--- src/rtl/pool_pkg.sv ---
// -----------------------------------------------------------------------------
// pool_pkg
// Shared constants and types for the pooling-controller slice.
//   CNT_MAX_DEF           : default index of the last conv beat in a frame
//   ROW_END0..2           : beat indices whose acceptance completes pooled row 0..2
//   ROW_START1..2         : beat indices that begin writing the next pooled row
//   pool_state_e          : frame FSM states
//   is_next_row_start()   : true when a beat index would start overwriting the
//                           pool registers with a new row
// -----------------------------------------------------------------------------
package pool_pkg;

   localparam int unsigned CNT_MAX_DEF = 68;

   localparam logic [6:0] ROW_END0   = 7'd34;
   localparam logic [6:0] ROW_END1   = 7'd50;
   localparam logic [6:0] ROW_END2   = 7'd66;

   localparam logic [6:0] ROW_START1 = 7'd37;
   localparam logic [6:0] ROW_START2 = 7'd53;

   typedef enum logic [1:0] {
      ST_IDLE  = 2'd0,
      ST_RUN   = 2'd1,
      ST_DRAIN = 2'd2,
      ST_DONE  = 2'd3
   } pool_state_e;

   function automatic logic is_next_row_start(input logic [6:0] cnt);
      return (cnt == ROW_START1) || (cnt == ROW_START2);
   endfunction

endpackage

--- src/rtl/pool_ctrl_if.sv ---
// -----------------------------------------------------------------------------
// pool_ctrl_if
// Beat/row handshake bundle between pool_ctrl and its neighbours.
//   conv_vld    : upstream conv beat valid            (into pool_ctrl)
//   conv_rdy    : pool_ctrl accepts a conv beat        (from pool_ctrl)
//   pool_in_vld : beat strobe to the pool datapath     (from pool_ctrl)
//   pool_cnt    : index of the current beat, 0..CNT_MAX(from pool_ctrl)
//   row_vld     : pooled row complete in pool registers(from pool_ctrl)
//   row_rdy     : downstream takes the pooled row      (into pool_ctrl)
//   row_idx     : pooled row number 0..2               (from pool_ctrl)
// Modports: master = pool_ctrl side, slave = upstream/downstream side.
// -----------------------------------------------------------------------------
interface pool_ctrl_if;

   logic       conv_vld;
   logic       conv_rdy;
   logic       pool_in_vld;
   logic [6:0] pool_cnt;
   logic       row_vld;
   logic       row_rdy;
   logic [1:0] row_idx;

   modport master (
      input  conv_vld,
      input  row_rdy,
      output conv_rdy,
      output pool_in_vld,
      output pool_cnt,
      output row_vld,
      output row_idx
   );

   modport slave (
      output conv_vld,
      output row_rdy,
      input  conv_rdy,
      input  pool_in_vld,
      input  pool_cnt,
      input  row_vld,
      input  row_idx
   );

endinterface

--- src/rtl/pool_beat_cnt.sv ---
// -----------------------------------------------------------------------------
// pool_beat_cnt
// Accepted-beat counter for one frame; saturates at CNT_MAX (never wraps).
//   clk   : clock, rising edge
//   rst   : synchronous active-high reset, clears the count
//   clr_i : clear to 0 (frame start)
//   inc_i : increment by one (beat accepted)
//   cnt_o : current beat index
// -----------------------------------------------------------------------------
module pool_beat_cnt
   import pool_pkg::*;
#(
   parameter int unsigned CNT_MAX = CNT_MAX_DEF
) (
   input  logic       clk,
   input  logic       rst,
   input  logic       clr_i,
   input  logic       inc_i,
   output logic [6:0] cnt_o
);

   localparam logic [6:0] CNT_LAST = 7'(CNT_MAX);

   logic [6:0] cnt_q;
   logic [6:0] cnt_d;

   always_comb begin
      cnt_d = cnt_q;
      if (clr_i) begin
         cnt_d = '0;
      end else if (inc_i && (cnt_q < CNT_LAST)) begin
         cnt_d = cnt_q + 7'd1;
      end
   end

   always_ff @(posedge clk) begin
      if (rst) begin
         cnt_q <= '0;
      end else begin
         cnt_q <= cnt_d;
      end
   end

   assign cnt_o = cnt_q;

endmodule

--- src/rtl/pool_ctrl.sv ---
// -----------------------------------------------------------------------------
// pool_ctrl
// Frame controller for the pooling stage: accepts CNT_MAX+1 conv beats per
// frame, flags each completed pooled row to downstream, and stalls upstream
// before a new row would overwrite a row that has not yet been taken.
//   clk       : clock, rising edge
//   rst       : synchronous active-high reset (dominates start)
//   start     : frame-start request pulse, honoured only in IDLE
//   busy      : high in RUN and DRAIN
//   done      : one-cycle pulse in DONE
//   frame_cnt : completed-frame counter, 16-bit wrapping
//               (present only when POOL_CTRL_FRAME_CNT_EN is defined)
//   pool_bus  : beat/row handshake bundle (pool_ctrl_if.master)
// Optional feature macro: POOL_CTRL_FRAME_CNT_EN
// -----------------------------------------------------------------------------
module pool_ctrl
   import pool_pkg::*;
#(
   parameter int unsigned CNT_MAX = CNT_MAX_DEF
) (
   input  logic        clk,
   input  logic        rst,
   input  logic        start,
   output logic        busy,
   output logic        done,
`ifdef POOL_CTRL_FRAME_CNT_EN
   output logic [15:0] frame_cnt,
`endif
   pool_ctrl_if.master pool_bus
);

   localparam logic [6:0] CNT_LAST = 7'(CNT_MAX);

   pool_state_e state_q, state_d;
   logic        row_vld_q, row_vld_d;
   logic [1:0]  row_idx_q, row_idx_d;

   logic [6:0]  cnt;
   logic        cnt_clr;
   logic        conv_rdy;
   logic        accept;

   pool_beat_cnt #(
      .CNT_MAX (CNT_MAX)
   ) u_beat_cnt (
      .clk   (clk),
      .rst   (rst),
      .clr_i (cnt_clr),
      .inc_i (accept),
      .cnt_o (cnt)
   );

   always_comb begin
      state_d   = state_q;
      row_vld_d = row_vld_q;
      row_idx_d = row_idx_q;
      cnt_clr   = 1'b0;
      busy      = 1'b0;
      done      = 1'b0;

      // Hold off the first beat of the next row while the previous pooled
      // row is still sitting un-taken in the pool registers.
      conv_rdy = (state_q == ST_RUN) &&
                 !(row_vld_q && !pool_bus.row_rdy && is_next_row_start(cnt));
      accept   = pool_bus.conv_vld && conv_rdy;

      // Clear first, then set, so a same-edge set wins.
      if (row_vld_q && pool_bus.row_rdy) begin
         row_vld_d = 1'b0;
      end
      if (accept) begin
         unique case (cnt)
            ROW_END0: begin row_vld_d = 1'b1; row_idx_d = 2'd0; end
            ROW_END1: begin row_vld_d = 1'b1; row_idx_d = 2'd1; end
            ROW_END2: begin row_vld_d = 1'b1; row_idx_d = 2'd2; end
            default:  ;
         endcase
      end

      unique case (state_q)
         ST_IDLE: begin
            if (start) begin
               state_d = ST_RUN;
               cnt_clr = 1'b1;
            end
         end
         ST_RUN: begin
            busy = 1'b1;
            if (accept && (cnt == CNT_LAST)) begin
               state_d = ST_DRAIN;
            end
         end
         ST_DRAIN: begin
            busy = 1'b1;
            if (!row_vld_q || pool_bus.row_rdy) begin
               state_d = ST_DONE;
            end
         end
         ST_DONE: begin
            done    = 1'b1;
            state_d = ST_IDLE;
         end
         default: state_d = ST_IDLE;
      endcase
   end

   always_ff @(posedge clk) begin
      if (rst) begin
         state_q   <= ST_IDLE;
         row_vld_q <= 1'b0;
         row_idx_q <= '0;
      end else begin
         state_q   <= state_d;
         row_vld_q <= row_vld_d;
         row_idx_q <= row_idx_d;
      end
   end

`ifdef POOL_CTRL_FRAME_CNT_EN
   logic [15:0] frame_cnt_q;

   always_ff @(posedge clk) begin
      if (rst) begin
         frame_cnt_q <= '0;
      end else if (state_q == ST_DONE) begin
         frame_cnt_q <= frame_cnt_q + 16'd1;
      end
   end

   assign frame_cnt = frame_cnt_q;
`else
   // Frame counter not built in this configuration.
`endif

   assign pool_bus.conv_rdy    = conv_rdy;
   assign pool_bus.pool_in_vld = accept;
   assign pool_bus.pool_cnt    = cnt;
   assign pool_bus.row_vld     = row_vld_q;
   assign pool_bus.row_idx     = row_idx_q;

endmodule
--- src/flat_wrapper.sv ---
// flat-port wrapper written by rule: the top's interface ports become plain ports
module pool_ctrl_flat import pool_pkg::*;
#(
   parameter int unsigned CNT_MAX = CNT_MAX_DEF
)
  (clk, rst, start, busy, done, pool_bus_conv_vld, pool_bus_row_rdy, pool_bus_conv_rdy, pool_bus_pool_in_vld, pool_bus_pool_cnt, pool_bus_row_vld, pool_bus_row_idx);
  pool_ctrl_if pool_bus_i ();
  input  logic clk;
  input  logic rst;
  input  logic start;
  output logic busy;
  output logic done;
  input wire logic [$bits(pool_bus_i.conv_vld)-1:0] pool_bus_conv_vld;
  input wire logic [$bits(pool_bus_i.row_rdy)-1:0] pool_bus_row_rdy;
  output wire logic [$bits(pool_bus_i.conv_rdy)-1:0] pool_bus_conv_rdy;
  output wire logic [$bits(pool_bus_i.pool_in_vld)-1:0] pool_bus_pool_in_vld;
  output wire logic [$bits(pool_bus_i.pool_cnt)-1:0] pool_bus_pool_cnt;
  output wire logic [$bits(pool_bus_i.row_vld)-1:0] pool_bus_row_vld;
  output wire logic [$bits(pool_bus_i.row_idx)-1:0] pool_bus_row_idx;
  assign pool_bus_i.conv_vld = pool_bus_conv_vld;
  assign pool_bus_i.row_rdy = pool_bus_row_rdy;
  assign pool_bus_conv_rdy = pool_bus_i.conv_rdy;
  assign pool_bus_pool_in_vld = pool_bus_i.pool_in_vld;
  assign pool_bus_pool_cnt = pool_bus_i.pool_cnt;
  assign pool_bus_row_vld = pool_bus_i.row_vld;
  assign pool_bus_row_idx = pool_bus_i.row_idx;
  pool_ctrl #(.CNT_MAX(CNT_MAX)) u_core (.clk(clk), .rst(rst), .start(start), .busy(busy), .done(done), .pool_bus(pool_bus_i));
endmodule
--- config.mk ---
export PLATFORM = sky130hd
export DESIGN_NAME = pool_ctrl_flat
export DESIGN_NICKNAME = d
export VERILOG_FILES = /design/src/rtl/pool_pkg.sv /design/src/rtl/pool_ctrl_if.sv /design/src/rtl/pool_beat_cnt.sv /design/src/rtl/pool_ctrl.sv /design/src/flat_wrapper.sv
export SDC_FILE = /design/constraint.sdc
export NUM_CORES = 1
export LEC_CHECK = 0
export CAP_MARGIN = 20
export CORE_ASPECT_RATIO = 0.5
export CORE_UTILIZATION = 25
export DETAILED_ROUTE_END_ITERATION = 7
export PLACE_DENSITY_LB_ADDON = 0.15
export SLEW_MARGIN = 0
export SYNTH_ARGS = -nofsm -noshare
export SYNTH_HDL_FRONTEND = slang
export SYNTH_SLANG_ARGS = --single-unit
--- constraint.sdc ---
create_clock -name clk -period 2.5 [get_ports clk]
set_input_delay 0.5 -clock clk [delete_from_list [all_inputs] [get_ports clk]]
set_output_delay 0.5 -clock clk [all_outputs]
set_load 0.05 [all_outputs]
Yosys cells after proc, flatten, opt, wreduce, memory -nomap -nowiden
Cells that the tools add are included.
{ "word_totals": {"output_inout_bits": 14, "input_bits": 5, "latch_bits": 0, "mem_count": 0, "ramBits": 0, "rom_bits": 0, "wordCells": 49, "reg_bits": 12} }
{ "op_classes": {"n_bitwise": 0, "n_div": 0, "reduce_logical": 19, "eq_ne": 12, "muxes": 12, "n_shift": 0, "add_sub_neg": 1, "magnitude_cmp": 1, "n_mul": 0} }
{ "op_table": {"columns": ["operator", "count"], "rows": [
  ["7-bit by 6-bit == test with 1-bit output, second input constant", 4],
  ["7-bit == test, second input constant", 2],
  ["2-bit case mux with 4 select lines", 1],
  ["7-bit by 1-bit adder with 7-bit output, second input constant", 1],
  ["1-bit logical AND", 7],
  ["7-bit less-than comparator, second input constant", 1],
  ["1-bit 2-to-1 mux", 7],
  ["2-bit 2-to-1 mux", 3],
  ["2-bit case mux with 3 select lines", 1],
  ["2-bit == test, second input constant", 2],
  ["2-bit inequality test, second input constant", 2],
  ["2-bit OR reduction", 2],
  ["1-bit zero test", 3],
  ["3-bit AND reduction", 1],
  ["3-bit nonzero test", 1],
  ["3-bit OR reduction", 1],
  ["2-bit by 1-bit == test with 1-bit output, second input constant", 1],
  ["2-bit zero test", 1],
  ["1-bit logical OR", 2],
  ["2-bit by 1-bit inequality test with 1-bit output, second input constant", 1],
  ["2-bit AND reduction", 1]
]} }

Depth between registers and ports, before layout
{ "depth": {"ltp_word": 9, "depth_mapped": 6, "mapped_depth_nobuf": 6} }

Modules after synthesis
From an unflattened synthesis, not the netlist that was laid out.
{ "unflattened": {"cells_unflattened": 84, "hier_area_um2": 721.9} }
{ "modules_own_cells": {"columns": ["module", "cells_per_inst", "n_inst", "area_per_inst_um2", "seq_area_each_um2"], "rows": [
  ["pool_ctrl", 45, 1, 386.6, 100.1],
  ["pool_beat_cnt", 39, 1, 335.3, 140.1]
]} }

Worst setup path after synthesis
No wires, ideal clock.
{ "synth_timing": {"kind": "reg2out", "start": "register u_core.u_beat_cnt.cnt_q[1], in the netlist u_core.u_beat_cnt.cnt_o[1]", "end": "output pool_bus_conv_rdy", "setup_slack_ns": -0.027, "required_ns": 2.000, "stages_incl_launch_ff": 5, "path_buffers": 0, "t_arrival_ns": 2.027, "path_cell_list": "dfxtp_1 > inv_1 > ha_1 > and3b_1 > a31oi_1"} }
{ "synth_between": {"elab_chain_cells": 5, "elab_cells_between_ends": 6, "classes_between": "eq/ne (2); reduce/logical (4)"} }
{ "synth_rtl": {"columns": ["element", "line_no", "source"], "rows": [
  ["from (decl)", "pool_beat_cnt.sv:24", "logic [6:0] cnt_q;"],
  ["from (signal assigned)", "pool_beat_cnt.sv:40", "cnt_q <= cnt_d;"],
  ["7-bit by 6-bit == test with 1-bit output", "pool_pkg.sv:30", "return (cnt == ROW_START1) || (cnt == ROW_START2);"],
  ["1-bit logical OR *", "pool_pkg.sv:30", null],
  ["1-bit logical AND *", "pool_ctrl.sv:64", "!(row_vld_q && !pool_bus.row_rdy && is_next_row_start(cnt));"],
  ["1-bit zero test *", "pool_ctrl.sv:64", null],
  ["1-bit logical AND *", "pool_ctrl.sv:63", "conv_rdy = (state_q == ST_RUN) &&"],
  ["to (decl)", "flat_wrapper.sv:15", "output wire logic [$bits(pool_bus_i.conv_rdy)-1:0] pool_bus_conv_rdy;"]
]} }
Every way passes the cells marked *; elsewhere a longest branch is shown, timed or not.

Final worst setup path
{ "layout_timing": {"start": "register u_core.state_q[0]", "end": "output busy"} }
{ "layout_between": {"elab_chain_cells": 3, "elab_cells_between_ends": 4, "classes_between": "eq/ne (2); mux (1); reduce/logical (1)"} }
{ "layout_rtl": {"columns": ["element", "line_no", "source"], "rows": [
  ["from (decl)", "pool_ctrl.sv:34", "pool_state_e state_q, state_d;"],
  ["from (signal assigned)", "pool_ctrl.sv:113", "state_q <= state_d;"],
  ["2-bit == test / 2-bit by 1-bit == test with 1-bit output (equally long branches)", "pool_ctrl.sv:80", "unique case (state_q)"],
  ["2-bit OR reduction (no source line) *", null, null],
  ["1-bit 2-to-1 mux *", "pool_ctrl.sv:80", null],
  ["to (decl)", "flat_wrapper.sv:11", "output logic busy;"]
]} }
Marks and branches as above.

==> summary.md <==
| Metric | Value |
|---|---|
| Outcome | finished clean |
| Drt first pass iters | 4 |
| Max Fclk | around 430 MHz |
| Worst Tran Pin Value | around 0.5 ns |
| Layout area overhead | 38.1% |
| Cell Rows | 13 |
| FILL cells | about 290 |
| Met3 Use GR | 4.67% |
| Critical path arrival | 1.81 ns |
| DRT Wirelength | about 1800 µm |
| P_leak | 0.000387 µW |
| CP max FO | 4 |
| Post-DP HPWL | around 1300 µm |
| Syn Nets | between 100 and 150 |
| Critical Path End Type | primary output |
| Vias | 672 |
| Antenna violations before repair | 0 |
| Final setup violating endpoints | 0 |
| Worst stage delay on the critical path | 0.80 ns |
| Initial cell density of the core | 27.5% |
| Sink Count | 12 |
| Maximum Capacitance Violations | 0 |
| IO buf count | 18 |
| Flops & latches, synth | 12 |
| Commonest non-fill, non-tap cell in the layout | clkdlybuf4s50_1 |
| Sequential share of the synthesized area | about a third |
| Layout Nets | about 130 |
| CTS tree | done |
| Syn Area/Cell | between 8 and 9 µm² |
| Resized cells post-CTS | 0 |
| Cell chosen for the clock root | clkbuf_8 |
| Vias in the first global route | around 560 |
| GRT overflow | 0 |
| First-pass GRT wire length | 2620 µm |
| Setup tns final | 0 ns |
| Drt first-iter violations | 31 |
| CTS Buf Count | 3 |
| Max-slew headroom | between 60% and 70% |
| Longest Clk Path Bufs | 2 |
| Max Slew Vio Count | 0 |
| Die ar. | between 0.003 and 0.004 mm² |
| Hold Crit Class | flip-flop to flip-flop |
| Critical Path, Cell by Cell | inv_1 > ha_1 > clkdlybuf4s50_1 |
| Post-synthesis mux area share | 0% |
| Final Hold Vio Count | 0 |
| Worst hold slack | between 0.5 and 0.6 ns |
| Ant diodes | 0 |
| # hold bufs at CTS | 0 |
| Synth Area in Compound Gates | 22.9% |
| H-tree level count | 1 |
| Pwr Total | 845 µW |
| Post-CTS setup buffer count | 0 |
| Die Wd | ~79 µm |
| CP Class | flip-flop to primary output |
| Io pins | 19 |
| Worst Setup Start Kind | flip-flop |
| Avg Vias per Cell | between 4 and 5 |
| Req. time, crit path | roughly 2.0 ns |
| DRC | 0 |
| Post-synthesis cell count | 89 |
| Core area | between 0.002 and 0.003 mm² |
| Synth cell types | 26 |
| Unrepaired setup endpoints after global routing | false |
| Fraction of layout cells with a size suffix above 1 | approximately 8.2% |
| Slowest stage cell, crit path | clkdlybuf4s50_1 |
| Adder-cell area share of the yosys netlist | 15.1% |
| Clock Latency Late Sink | approximately 0.24 ns |
| GRT Total Usage | 11.5% |
| Maximum VDD drop | between 800 and 900 µV |
| Most frequent cells in the layout | clkdlybuf4s50_1 (16), dfxtp_1 (12), nor2_1 (10) |
| Met2 Track Usage GR | between 10% and 20% |
| Pwr dens | around 820 mW/mm² |
| Most Used Layer, Global Route | met1 |
| Synth Area in XOR/XNOR | approximately 3.5% |
| Layout Cells excl Fill | approximately 150 |
| Largest family of logic cells by synthesized area | compound AO/OA/AOI/OAI gates |
| GRT met1 Usage | around 16% |
| Fin crit period | ~2.3 ns |
| YS warnings | 0 |
| RePlAce Congestion | 0.829 |
| Clock Skew | between 0.002 and 0.003 ns |
| # placed instances | around 140 |
| Clock-pin slew on the worst setup and hold paths | approximately 0.050 ns |
| Fin crit share | 92.3% |
| Largest net degree at the start of global routing | 11 |
| Routed WL per cell | around 12 µm |
| Cell Area, Synth | around 750 µm² |
| Antenna viol nets, final | 0 |
| Synth Area in Simple Gates | 19.4% |
| Die Y | roughly 41 µm |
## cell usage after synthesis
library cell  count  share of area [%]
nor3b_1           1                1.0
a31oi_1           3                2.5
ha_1              9                 15
buf_6             1                1.5
dfxtp_1          12                 32
a22o_1            1                1.2
a311o_2           1                1.5
a21oi_1           7                4.7
and4b_1           1                1.3
o21ai_0           7                4.7
or3_1             3                2.5
a41oi_1           1                1.2
a21o_1            1                1.0
nand3_1           3                2.0
nor2_1           10                5.0
nand2_1           2                1.0
o41a_1            1                1.5
xnor2_1           3                3.5
and3b_1           1                1.2
nor2b_1           3                2.5
and3_1            2                1.7
o41ai_1           2                2.3
clkbuf_1          2                1.0
nor4b_1           1                1.2
inv_1             9                4.5
a2111oi_0         2                2.3
## critical path, delay by kind of cell, from the launching register on
family,cells,cell delay (ns)
buffers and inverters,2,0.90
DFF,1,0.35
adders and majority gates,1,0.31
## path summary, 6_finish.rpt
kind              cells after the start                                       to                                     from  slack (ns)
setup / recovery                      3                                     busy           u_core.state_q[0]$_SDFFE_PP0P_        0.19
hold / removal                        2  u_core.pool_bus.row_idx[1]$_SDFFE_PP0P_  u_core.pool_bus.row_idx[1]$_SDFFE_PP0P_        0.52
setup reg to reg                      4  u_core.u_beat_cnt.cnt_o[3]$_SDFFE_PP0P_  u_core.u_beat_cnt.cnt_o[2]$_SDFFE_PP0P_        0.64
hold reg to reg                       2  u_core.pool_bus.row_idx[1]$_SDFFE_PP0P_  u_core.pool_bus.row_idx[1]$_SDFFE_PP0P_        0.52
## stage by stage
step	util, %	instance area, µm²	setup slack (ns)
2_1_floorplan	-	748	-0.0267
6_report	38.0	1030	0.193
3_3_place_gp	36.0	978	0.394
3_5_place_dp	36.0	978	0.375
5_1_grt	38.0	1030	0.124
4_1_cts	38.0	1030	0.186
## cell families after synthesis
group,after synthesis
fa+ha+maj,9
compound gates,26
flops,12
xor+xnor,3
simple gates,27
buf+inv,12
## registers in the layout (all words and copies together) (netlist names)
name and count:
u_core.u_beat_cnt.cnt_o 7, u_core.pool_bus.row_idx 2, u_core.state_q 2, u_core.pool_bus.row_vld 1
## power by group
| group | internal, µW | leakage (µW) | switching [µW] | total (µW) |
|---|---|---|---|---|
| Combinational | 141 | 0.000261 | 260 | 401 |
| Clock | 139 | 0.0000288 | 78.2 | 218 |
| Sequential | 210 | 0.0000971 | 16.4 | 227 |
| Total | 490 | 0.000387 | 355 | 845 |
## layer usage
layer / vias to the layer above / share of wire [%]
met2: 12 / 37
li1: 360 / -
met1: 298 / 57
met4: 0 / 1.1
met5: - / 0
met3: 2 / 4.1
## cell type report
cell class	count	area, µm²	area share (%)
Clock buffer	4	55.1	5.33
Inverter	9	33.8	3.27
Multi-Input combinational cell	65	455	44.1
Sequential cell	12	240	23.2
Tap cell	37	46.3	4.48
Timing Repair Buffer	20	203	19.6
No activity file was read; power rests on OpenSTA's default activity.
